### src/rtl/kpn_fifo_channel.sv
// kpn_fifo_channel: bounded FIFO between two KPN process modules.
// Registered read data with a one-cycle out_valid pulse, occupancy status,
// and sticky overflow/underflow flags that expose token loss or deadlock.
module kpn_fifo_channel #(
  parameter int DEPTH = 8,
  parameter int WIDTH = 16,
  localparam int AW   = $clog2(DEPTH)
) (
  input  logic             clk,
  input  logic             rst_n,
  input  logic             wr,
  input  logic [WIDTH-1:0] entry_1,
  input  logic             rd,
  output logic [WIDTH-1:0] output_1,
  output logic             out_valid,
  output logic             full,
  output logic             empty,
  output logic [AW:0]      count,
  output logic             overflow,
  output logic             underflow
);

  localparam logic [AW:0] FULL_COUNT = (AW + 1)'(DEPTH);

  logic [WIDTH-1:0] r_mem [DEPTH];
  logic [AW-1:0]    r_wp;
  logic [AW-1:0]    r_rp;
  logic [AW:0]      r_count;
  logic [WIDTH-1:0] r_output;
  logic             r_out_valid;
  logic             r_overflow;
  logic             r_underflow;

  logic             w_full;
  logic             w_empty;
  logic             w_wr_ok;
  logic             w_rd_ok;

  // Status decodes of the registered occupancy.
  assign w_full  = (r_count == FULL_COUNT);
  assign w_empty = (r_count == '0);

  // A write at full is still accepted when a read frees a slot on the same
  // edge. A read at empty is always rejected: there is no write-to-read bypass.
  assign w_wr_ok = wr && (!w_full || rd);
  assign w_rd_ok = rd && !w_empty;

  // Token storage.
  // NOTE: the array has no reset; stale slots are unreachable because the
  // pointers and count are reset, so a reset here would only add muxing.
  always_ff @(posedge clk) begin
    if (w_wr_ok) begin
      r_mem[r_wp] <= entry_1;
    end
  end

  // Pointers, occupancy, registered read data and sticky error flags.
  // NOTE: sequential state uses non-blocking assignments so every register
  // samples pre-edge values, independent of statement order.
  always_ff @(posedge clk or negedge rst_n) begin
    if (!rst_n) begin
      r_wp        <= '0;
      r_rp        <= '0;
      r_count     <= '0;
      r_output    <= '0;
      r_out_valid <= 1'b0;
      r_overflow  <= 1'b0;
      r_underflow <= 1'b0;
    end else begin
      if (w_wr_ok) begin
        r_wp <= r_wp + 1'b1;
      end
      if (w_rd_ok) begin
        r_output <= r_mem[r_rp];
        r_rp     <= r_rp + 1'b1;
      end
      r_out_valid <= w_rd_ok;

      case ({w_wr_ok, w_rd_ok})
        2'b10:   r_count <= r_count + 1'b1;
        2'b01:   r_count <= r_count - 1'b1;
        default: r_count <= r_count;
      endcase

      if (wr && w_full && !rd) begin
        r_overflow <= 1'b1;
      end
      if (rd && w_empty) begin
        r_underflow <= 1'b1;
      end
    end
  end

  assign output_1  = r_output;
  assign out_valid = r_out_valid;
  assign full      = w_full;
  assign empty     = w_empty;
  assign count     = r_count;
  assign overflow  = r_overflow;
  assign underflow = r_underflow;

endmodule

### config.mk
export PLATFORM = sky130hd
export DESIGN_NAME = kpn_fifo_channel
export DESIGN_NICKNAME = d
export VERILOG_FILES = /design/src/rtl/kpn_fifo_channel.sv
export SDC_FILE = /design/constraint.sdc
export NUM_CORES = 1
export LEC_CHECK = 0
export ABC_AREA = 1
export ABC_CLOCK_PERIOD_IN_PS = 1950
export CELL_PAD_IN_SITES_DETAIL_PLACEMENT = 0
export CELL_PAD_IN_SITES_GLOBAL_PLACEMENT = 2
export CORE_UTILIZATION = 36
export CTS_CLUSTER_DIAMETER = 30
export DETAILED_ROUTE_END_ITERATION = 8
export PLACE_DENSITY = 0.73
export SYNTH_ARGS = -nofsm -noshare
export SYNTH_HDL_FRONTEND = slang
export SYNTH_SLANG_ARGS = --single-unit
export TNS_END_PERCENT = 50
### constraint.sdc
create_clock -name clk -period 1.95 [get_ports clk]
set_input_delay 0.2925 -clock clk [delete_from_list [all_inputs] [get_ports clk]]
set_output_delay 0.2925 -clock clk [all_outputs]
set_load 0.05 [all_outputs]
Word level (Yosys, flattened, before mapping)
Memories as Yosys holds them, arrays and structs flattened. A register that Yosys moved wholly into a read port is not among the register bits.
Cells that the tools add are included.
W data, S select, Z words.
Operators by class
  reduce and logical (&&, ||, !) cells: 12
  equality and inequality tests: 3
  muxes and demuxes: 3
  add/sub/neg operators: 4
Operators with widths (count)
  $pmux W4 S2: 1
  $add A3 B1 Y3 const B: 2
  $logic_and A1 B1 Y1: 5
  $add A4 B1 Y4 const B: 1
  $eq A4 B4 Y1 const B: 1
  $logic_not A1 Y1: 4
  $logic_not A4 Y1: 1
  $sub A4 B1 Y4 const B: 1
  $eq A2 B1 Y1 const B: 1
  $eq A2 B2 Y1 const B: 1
  $mux W1: 2
  $reduce_bool A2 Y1: 1
  $logic_or A1 B1 Y1: 1
Word-level totals
  memories kept: 1
  register bits: 13
  output and inout bits: 25
  RAM bits: 128
  word-level logic and storage cells: 29
  input bits: 20
Memory list
  r_mem: depth 8, bits a word 16, rd ports 1, clocked after memory_dff 1, write ports 1, RTL line 25  | logic [WIDTH-1:0] r_mem [DEPTH];

Logic depth before layout (Yosys ltp)
Gate-level depths: netlist of run 1.
  depth in word-level cells: 6
  mapped depth: 14
  gate-level depth less buffers: 13

Worst setup path before layout of run 1
OpenSTA, ideal clock, no wires.
  path kind: register to output
  start: register r_count[3], in the netlist count[3]
  end: output full
  setup slack: -0.639 ns
  arrival: 2.296 ns
  stages on the path, launching flop included: 3
  path through: dfrtp_1 inv_1 nor4_1
Between the ends
  word-level cells in the longest chain between the ends: 1
RTL lines
  from (decl): RTL line 28  | logic [AW:0] r_count;
  from (signal assigned): RTL line 80  | 2'b10: r_count <= r_count + 1'b1;
  from (signal assigned): RTL line 81  | 2'b01: r_count <= r_count - 1'b1;
  from (signal assigned): RTL line 82  | default: r_count <= r_count;
  $eq A4 B4 Y1: RTL line 40  | assign w_full = (r_count == FULL_COUNT);
  to (decl): RTL line 16  | output logic full,
No other way between the ends.

Final worst setup path of run 1
  start: register r_output[13], in the netlist output_1[13], read port of r_mem
  end: output output_1[13]
RTL lines
  from (decl): RTL line 29  | logic [WIDTH-1:0] r_output;
  to (decl): RTL line 14  | output logic [WIDTH-1:0] output_1,
No word-level cell between the ends.

==> metrics, run 1 <==
DRT Wirelength 14,500 µm; first-pass GRT wire length 23,200 µm; final instance area 7890 µm²; post-synthesis sequential area ratio 72.4%; H-tree levels 4; CP cell instances clkdlybuf4s50_1; commonest non-fill, non-tap cell in the layout nor2_1; status finished clean; CP max stage delay 0.81 ns; commonest cells after routing, fill and taps aside 133 x nor2_1, 128 x edfxtp_1, 55 x nand2_1, 51 x o21ai_0, 51 x nand3_1; Max clock buf depth 2; GRT Total Usage 17.7%; pre-CTS WS -0.262 ns; # fillers 1,609; core box area 17,200 µm²; vias in the first global route 4,151; Hold Crit Class input pin to asynchronous set/reset pin; Max Fclk 526 MHz; Antenna Cells 0; TritonCTS buffer count 17; LEAKAGE 2.93 nW; CP Class flip-flop to output pin; max-slew violations 0; Post-Syn Nets 558; CP arrival 1.61 ns; slew at the pin closest to its max-slew limit 0.502 ns; share of cells above drive strength 1 14.6%; Final Cycle Share 97.6%; Die Span Y 134 µm; worst setup margin 0.0478 ns; min cycle time layout 1.90 ns; final hold vios 0; DP HPWL 9170 µm; Iter 0 DRT Violations 350; Synth cell types 23; pwr dens 1640 nW/µm²; Clock Latency Late Sink 0.43 ns; fin util 45.8%; # Max-Cap Violations 0; post-synthesis cell area 6310 µm²; antenna viol nets, final 0; via-per-instance ratio 4.87; DRC viols 0; flops & latches, synth 157; Post-Place Cells 809; vias 4,101; GPL Wtd Cong 0.753; final setup violation count 0; area grow syn2layout 24.9%; Placed Area 7250 µm²; slowest cell on the critical path clkdlybuf4s50_1; Syn Area/Cell 11.8 µm²; Die ar. 18,100 µm²; Min Hold Slack 0.308 ns; final std cells w/o fill 842; worst-path fanout max 2; row cnt 48; Die Wd 134 µm; Layout Skew 0.00966 ns; critical path's top delay family buffers and inverters; synth warn 0; port bufs 44; setup TNS 0 ns; post-synth top area cell edfxtp_1; CP Capture Type output pin; Worst Path Required 1.66 ns; unrepaired setup endpoints after global routing yes; clock net sink count 157; initial antenna violation count 0; clock root buffer clkbuf_16; gr ovfl total 0; Top Ports 45; nets@finish 629; Starting Density 36.6%; Worst IR Drop VDD 0.740 mV; wire length per cell 17.2 µm; largest net degree at the start of global routing 65; TritonCTS clock tree done; total power 13.0 mW; Pre-Repair DR Iteration Count 4; Worst-path clk slew 0.06 ns; dominant cells by area after synthesis edfxtp_1 61%, dfrtp_1 11%, nor2_1 8.3%; CP bufs+invs 1; Cells after Synth 533; Synth top area share 60.9%; Startpoint Class flip-flop; Slew HR 66.5%
==> timing repair <==
action | CTS | global route
setup buffers | 0 | 0
hold endpoints to repair | 8 | 0
setup endpoints to repair | 4 | 20
resized for setup | 4 | 6
hold buffers | 1 | 0
pin swaps | 0 | 0
==> logic make-up after synthesis <==
group | count (synthesis) | share of synthesized area, %
AOI/OAI and AO/OA | 71 | 5.71
buffers and inverters | 43 | 3.88
xor gates and xnor gates | 6 | 0.832
DFF | 157 | 72.4
and+or+nand+nor | 251 | 16.2
adders and majority gates | 5 | 0.991
==> synthesized netlist by cell type, drive strengths merged <==
master,n
ha,5
nand2,55
inv,16
or2,1
nor2,141
buf,19
o21ai,68
nand3,52
a21oi,1
xor2,4
xnor2,2
dfrtp,29
nor4,1
nand4,1
edfxtp,128
o21bai,2
clkbuf,7
clkinv,1
==> cell type report <==
class | count | area [µm²] | area share [%]
sequential | 157 | 4580 | 58.0
multi-input combinational | 333 | 1560 | 19.8
timing repair buffer | 78 | 786 | 9.96
clock buffer | 20 | 457 | 5.79
tap | 225 | 282 | 3.57
clock inverter | 12 | 159 | 2.01
inverter | 17 | 68.8 | 0.872
==> layer usage <==
layer,GRT usage [%],up-vias,share of wire [%]
met3,4.20,16,4.4
met2,27.3,106,47
met5,0,-,0
met1,24.4,1991,47
li1,-,1988,-
met4,5.99,0,1.3
==> state kept, by name, indices dropped and copies added, names as in the netlist <==
signal     cells
r_mem        128
r_wp           3
underflow      1
out_valid      1
overflow       1
count          4
output_1      16
r_rp           3
==> where the power goes <==
part | internal, mW | switching (mW)
registers | 4.31 | 0.290
clock network | 2.09 | 1.34
logic | 1.66 | 3.26
total | 8.06 | 4.89
==> final timing paths <==
path / start / endpoint / slack (ns) / cells past startpoint
worst max-delay path: output_1[13] / output_1[13] / 0.05 / 1
worst min-delay path: rst_n / output_1[12] / 0.31 / 2
worst max register to register: count[0] / count[2] / 0.14 / 11
worst min register to register: output_1[2] / output_1[2] / 0.48 / 2
max in group asynchronous: rst_n / count[3] / 1.02 / 3
min in group clk: wr / overflow / 0.46 / 3
Note: power is estimated with default switching activity, not from simulation.
==> run 2: changes to the inputs <==
--- a/config.mk
+++ b/config.mk
@@ -7,12 +7,14 @@
 export LEC_CHECK = 0
 export ABC_AREA = 1
 export ABC_CLOCK_PERIOD_IN_PS = 1950
+export CAP_MARGIN = 20
 export CELL_PAD_IN_SITES_DETAIL_PLACEMENT = 0
 export CELL_PAD_IN_SITES_GLOBAL_PLACEMENT = 2
 export CORE_UTILIZATION = 36
 export CTS_CLUSTER_DIAMETER = 30
 export DETAILED_ROUTE_END_ITERATION = 8
 export PLACE_DENSITY = 0.73
+export RECOVER_POWER = 50
 export SYNTH_ARGS = -nofsm -noshare
 export SYNTH_HDL_FRONTEND = slang
 export SYNTH_SLANG_ARGS = --single-unit
==> metrics, run 2 (synthesized netlist as in run 1, its figures left out) <==
status finished clean; Final Cycle Share 97.6%; clock root buffer clkbuf_16; pwr dens 1640 nW/µm²; R2R Setup Slk 0.14 ns; port bufs 44; CP cell instances clkdlybuf4s50_1; DP HPWL 9170 µm; antenna viol nets, final 0; nets@finish 629; Antenna Cells 0; Worst-path clk slew 0.06 ns; TritonCTS clock tree done; initial antenna violation count 0; area grow syn2layout 24.9%; GPL Wtd Cong 0.753; via-per-instance ratio 4.85; Worst IR Drop VDD 0.738 mV; Die ar. 18,100 µm²; Die Span Y 134 µm; H-tree levels 4; Post-CTS Setup Inserts 0; max reg flops 128; worst-path fanout max 2; Layout Skew 0.0101 ns; LEAKAGE 2.94 nW; pre-CTS WS -0.262 ns; Hold Crit Class input pin to flip-flop; Worst Reg-to-Reg Cells 11; CP max stage delay 0.81 ns; WP depth 1; wire length per cell 17.2 µm; # Max-Cap Violations 0; Starting Density 36.6%; GRT Total Usage 17.7%; Worst R2R Start count[0]; DRT Wirelength 14,500 µm; vias in the first global route 4,151; Startpoint Class flip-flop; Worst Path Required 1.66 ns; clock net sink count 157; fin util 45.8%; unrepaired setup endpoints after global routing yes; first-pass GRT wire length 23,200 µm; largest net degree at the start of global routing 65; commonest non-fill, non-tap cell in the layout nor2_1; final hold vios 0; critical path's top delay family buffers and inverters; Die Wd 134 µm; Max clock buf depth 2; CP Class flip-flop to output pin; slowest cell on the critical path clkdlybuf4s50_1; CP bufs+invs 1; core box area 17,200 µm²; Iter 0 DRT Violations 397; Pre-Repair DR Iteration Count 5; Slew HR 47.1%; share of cells above drive strength 1 14.4%; Max Fclk 525 MHz; TritonCTS buffer count 17; DRC viols 0; worst reg2reg path endpoint count[2]; row cnt 48; Critical Path Start output_1[13]; vias 4,081; min cycle time layout 1.90 ns; CP arrival 1.61 ns; Clock Latency Late Sink 0.43 ns; Min Hold Slack 0.462 ns; Top Ports 45; max-slew violations 0; slew at the pin closest to its max-slew limit 0.794 ns; Largest Register r_mem; final setup violation count 0; setup TNS 0 ns; Critical Path End output_1[13]; commonest cells after routing, fill and taps aside 133 x nor2_1, 128 x edfxtp_1, 55 x nand2_1, 51 x o21ai_0, 51 x nand3_1; total power 12.9 mW; worst setup margin 0.0470 ns; gr ovfl total 0; CP Capture Type output pin
-- run 2: timing repair --
action | in CTS | in global routing
setup endpoints to repair | 4 | 20
resized for setup | 4 | 6
endpoints found under the hold margin | 8 | 0
hold buffers | 1 | 0
-- run 2: final cells by class --
class	instances	area, µm²
Inverter	17	68.8
Sequential cell	157	4580
Clock inverter	12	159
Timing Repair Buffer	78	785
Tap cell	225	282
Fill cell	1609	9350
Clock buffer	20	457
Multi-Input combinational cell	333	1560
-- run 2: worst min-delay path, delay by kind of cell --
kind,cells,cell delay (ns)
buffers and inverters,2,0.50
AOI/OAI and AO/OA,1,0.06
-- run 2: metrics by stage --
stage	cell area, µm²	std cells
detailed placement	7250	809
CTS	7870	842
finish	7890	842
floorplan	6370	533
global placement	7250	809
global route	7890	842
-- run 2: worst min path at each step --
stage	start	endpoint	slack, ns	cells past startpoint
after floorplan	rst_n	count[0]	-0.003	0
after global placement	rst_n	output_1[12]	0.20	1
after detailed placement	rst_n	output_1[12]	0.21	1
after CTS	rst_n	output_1[12]	0.31	2
after global routing	wr	overflow	0.46	3
final	wr	overflow	0.46	3
-- run 2: power breakdown --
| group | switching [mW] | internal [mW] | total (mW) | leakage (nW) |
|---|---|---|---|---|
| Clock | 1.34 | 2.09 | 3.43 | 0.297 |
| Sequential | 0.290 | 4.31 | 4.60 | 1.50 |
| Combinational | 3.26 | 1.66 | 4.91 | 1.14 |
| Total | 4.89 | 8.05 | 12.9 | 2.94 |
-- run 2: routing by layer --
metal / GRT usage, % / share of wire, % / vias to the layer above
met4: 5.99 / 1.1 / 0
met3: 4.20 / 5.2 / 16
li1: - / - / 1988
met5: 0 / 0 / -
met1: 24.4 / 47 / 1980
met2: 27.3 / 47 / 97
==> run 3: changes to the inputs <==
--- a/config.mk
+++ b/config.mk
@@ -15,6 +15,7 @@
 export DETAILED_ROUTE_END_ITERATION = 8
 export PLACE_DENSITY = 0.73
 export RECOVER_POWER = 50
+export SKIP_CTS_REPAIR_TIMING = 1
 export SYNTH_ARGS = -nofsm -noshare
 export SYNTH_HDL_FRONTEND = slang
 export SYNTH_SLANG_ARGS = --single-unit
==> metrics, run 3 (synthesized netlist as in run 1, its figures left out) <==
status finished clean; clock net sink count 157; final setup violation count 0; slew at the pin closest to its max-slew limit 0.797 ns; min cycle time layout 1.90 ns; Hold Path Origin wr; Worst IR Drop VDD 0.739 mV; row cnt 48; Layout Skew 0.00985 ns; Critical Path Start output_1[13]; Die Wd 134 µm; Antenna Cells 0; LEAKAGE 2.94 nW; Post-Place Cells 809; Largest Register r_mem; Worst-path clk slew 0.06 ns; Max clock buf depth 2; CP max stage delay 0.81 ns; DRC viols 0; commonest cells after routing, fill and taps aside 133 x nor2_1, 128 x edfxtp_1, 55 x nand2_1, 51 x o21ai_0, 51 x nand3_1; gr ovfl total 0; share of cells above drive strength 1 14.6%; core box area 17,200 µm²; vias in the first global route 4,148; CP arrival 1.61 ns; Max Fclk 526 MHz; first-pass GRT wire length 23,200 µm; H-tree levels 4; Die Span Y 134 µm; fin util 45.7%; # Max-Cap Violations 0; max reg flops 128; GRT Total Usage 17.6%; Worst R2R Start count[0]; Iter 0 DRT Violations 367; wire length per cell 17.2 µm; clock root buffer clkbuf_16; slowest cell on the critical path clkdlybuf4s50_1; port bufs 44; CP Class flip-flop to output pin; TritonCTS buffer count 17; worst-path fanout max 2; Final Cycle Share 97.5%; Pre-Repair DR Iteration Count 4; via-per-instance ratio 4.85; Clock Latency Late Sink 0.43 ns; Top Ports 45; pwr dens 1640 nW/µm²; nets@finish 629; final std cells w/o fill 842; Worst Path Required 1.66 ns; Slew HR 46.8%; initial antenna violation count 0; CP bufs+invs 1; Die ar. 18,100 µm²; DRT Wirelength 14,500 µm; area grow syn2layout 24.8%; vias 4,085; max-slew violations 0; GPL Wtd Cong 0.753; # fillers 1,611; Starting Density 36.6%; Hold Crit Class input pin to flip-flop; commonest non-fill, non-tap cell in the layout nor2_1; DP HPWL 9170 µm; TritonCTS clock tree done; largest net degree at the start of global routing 65; critical path's top delay family buffers and inverters; Startpoint Class flip-flop; CP cell instances clkdlybuf4s50_1; CP Capture Type output pin; antenna viol nets, final 0; final hold vios 0
[run 3: cell count changes in the layout (fill, tap and decap cells not counted)]
cell / delta
inv_1: -1
clkbuf_2: +1
dlygate4sd2_1: -4
inv_2: +1
buf_4: -2
clkbuf_4: +1
dlymetal6s2s_1: +2
clkbuf_1: +2
[run 3: per-stage QoR]
| stage | hold WS (ns) | cell area (µm²) | setup WS [ns] | setup TNS (ns) | total power [mW] |
|---|---|---|---|---|---|
| 2_1_floorplan | -0.00309 | 6370 | -0.200 | -13.00 | 7.99 |
| 6_report | 0.461 | 7880 | 0.0486 | 0 | 12.9 |
| 3_3_place_gp | 0.204 | 7250 | -0.290 | -16.13 | 9.62 |
| 4_1_cts | -0.251 | 7870 | -0.0987 | -0.247 | 13.1 |
| 3_5_place_dp | 0.209 | 7250 | -0.262 | -16.93 | 9.64 |
| 5_1_grt | 0.464 | 7880 | -0.00169 | -0.00169 | 13.8 |
[run 3: power breakdown]
group	switching, mW	internal (mW)
logic	3.26	1.66
registers	0.290	4.31
clock network	1.34	2.09
total	4.90	8.05
[run 3: path summary, 6_finish.rpt]
check,cells past startpoint,end,slack (ns)
worst max-delay path,1,output_1[13],0.05
worst min-delay path,3,overflow,0.46
worst max register to register,11,count[2],0.14
worst min register to register,2,output_1[2],0.48
max in group asynchronous,3,count[3],0.41
min in group asynchronous,2,output_1[12],0.47
[run 3: final cells by class]
cell class,count,area [µm²],area share (%)
clock buffer,20,457,5.79
inverter,17,68.8,0.873
sequential,157,4580,58.1
multi-input combinational,333,1560,19.8
timing repair buffer,78,779,9.89
clock inverter,12,159,2.02
tap,225,282,3.57
[run 3: layer usage]
layer  wire length (µm)  vias up  GRT usage [%]
met2               6780       93           27.3
met3                675       16           4.20
li1                   -     1987              -
met4                186        0           5.99
met1               6860     1989           24.4
met5                  0        -              0
[run 3: worst register-to-register path, delay by kind of cell, from the launching register on]
family,cells,cell delay (ns)
buffers and inverters,1,0.10
adders and majority gates,2,0.37
and+or+nand+nor,5,0.47
AOI/OAI and AO/OA,2,0.19
DFF,1,0.42
xor gates and xnor gates,1,0.14
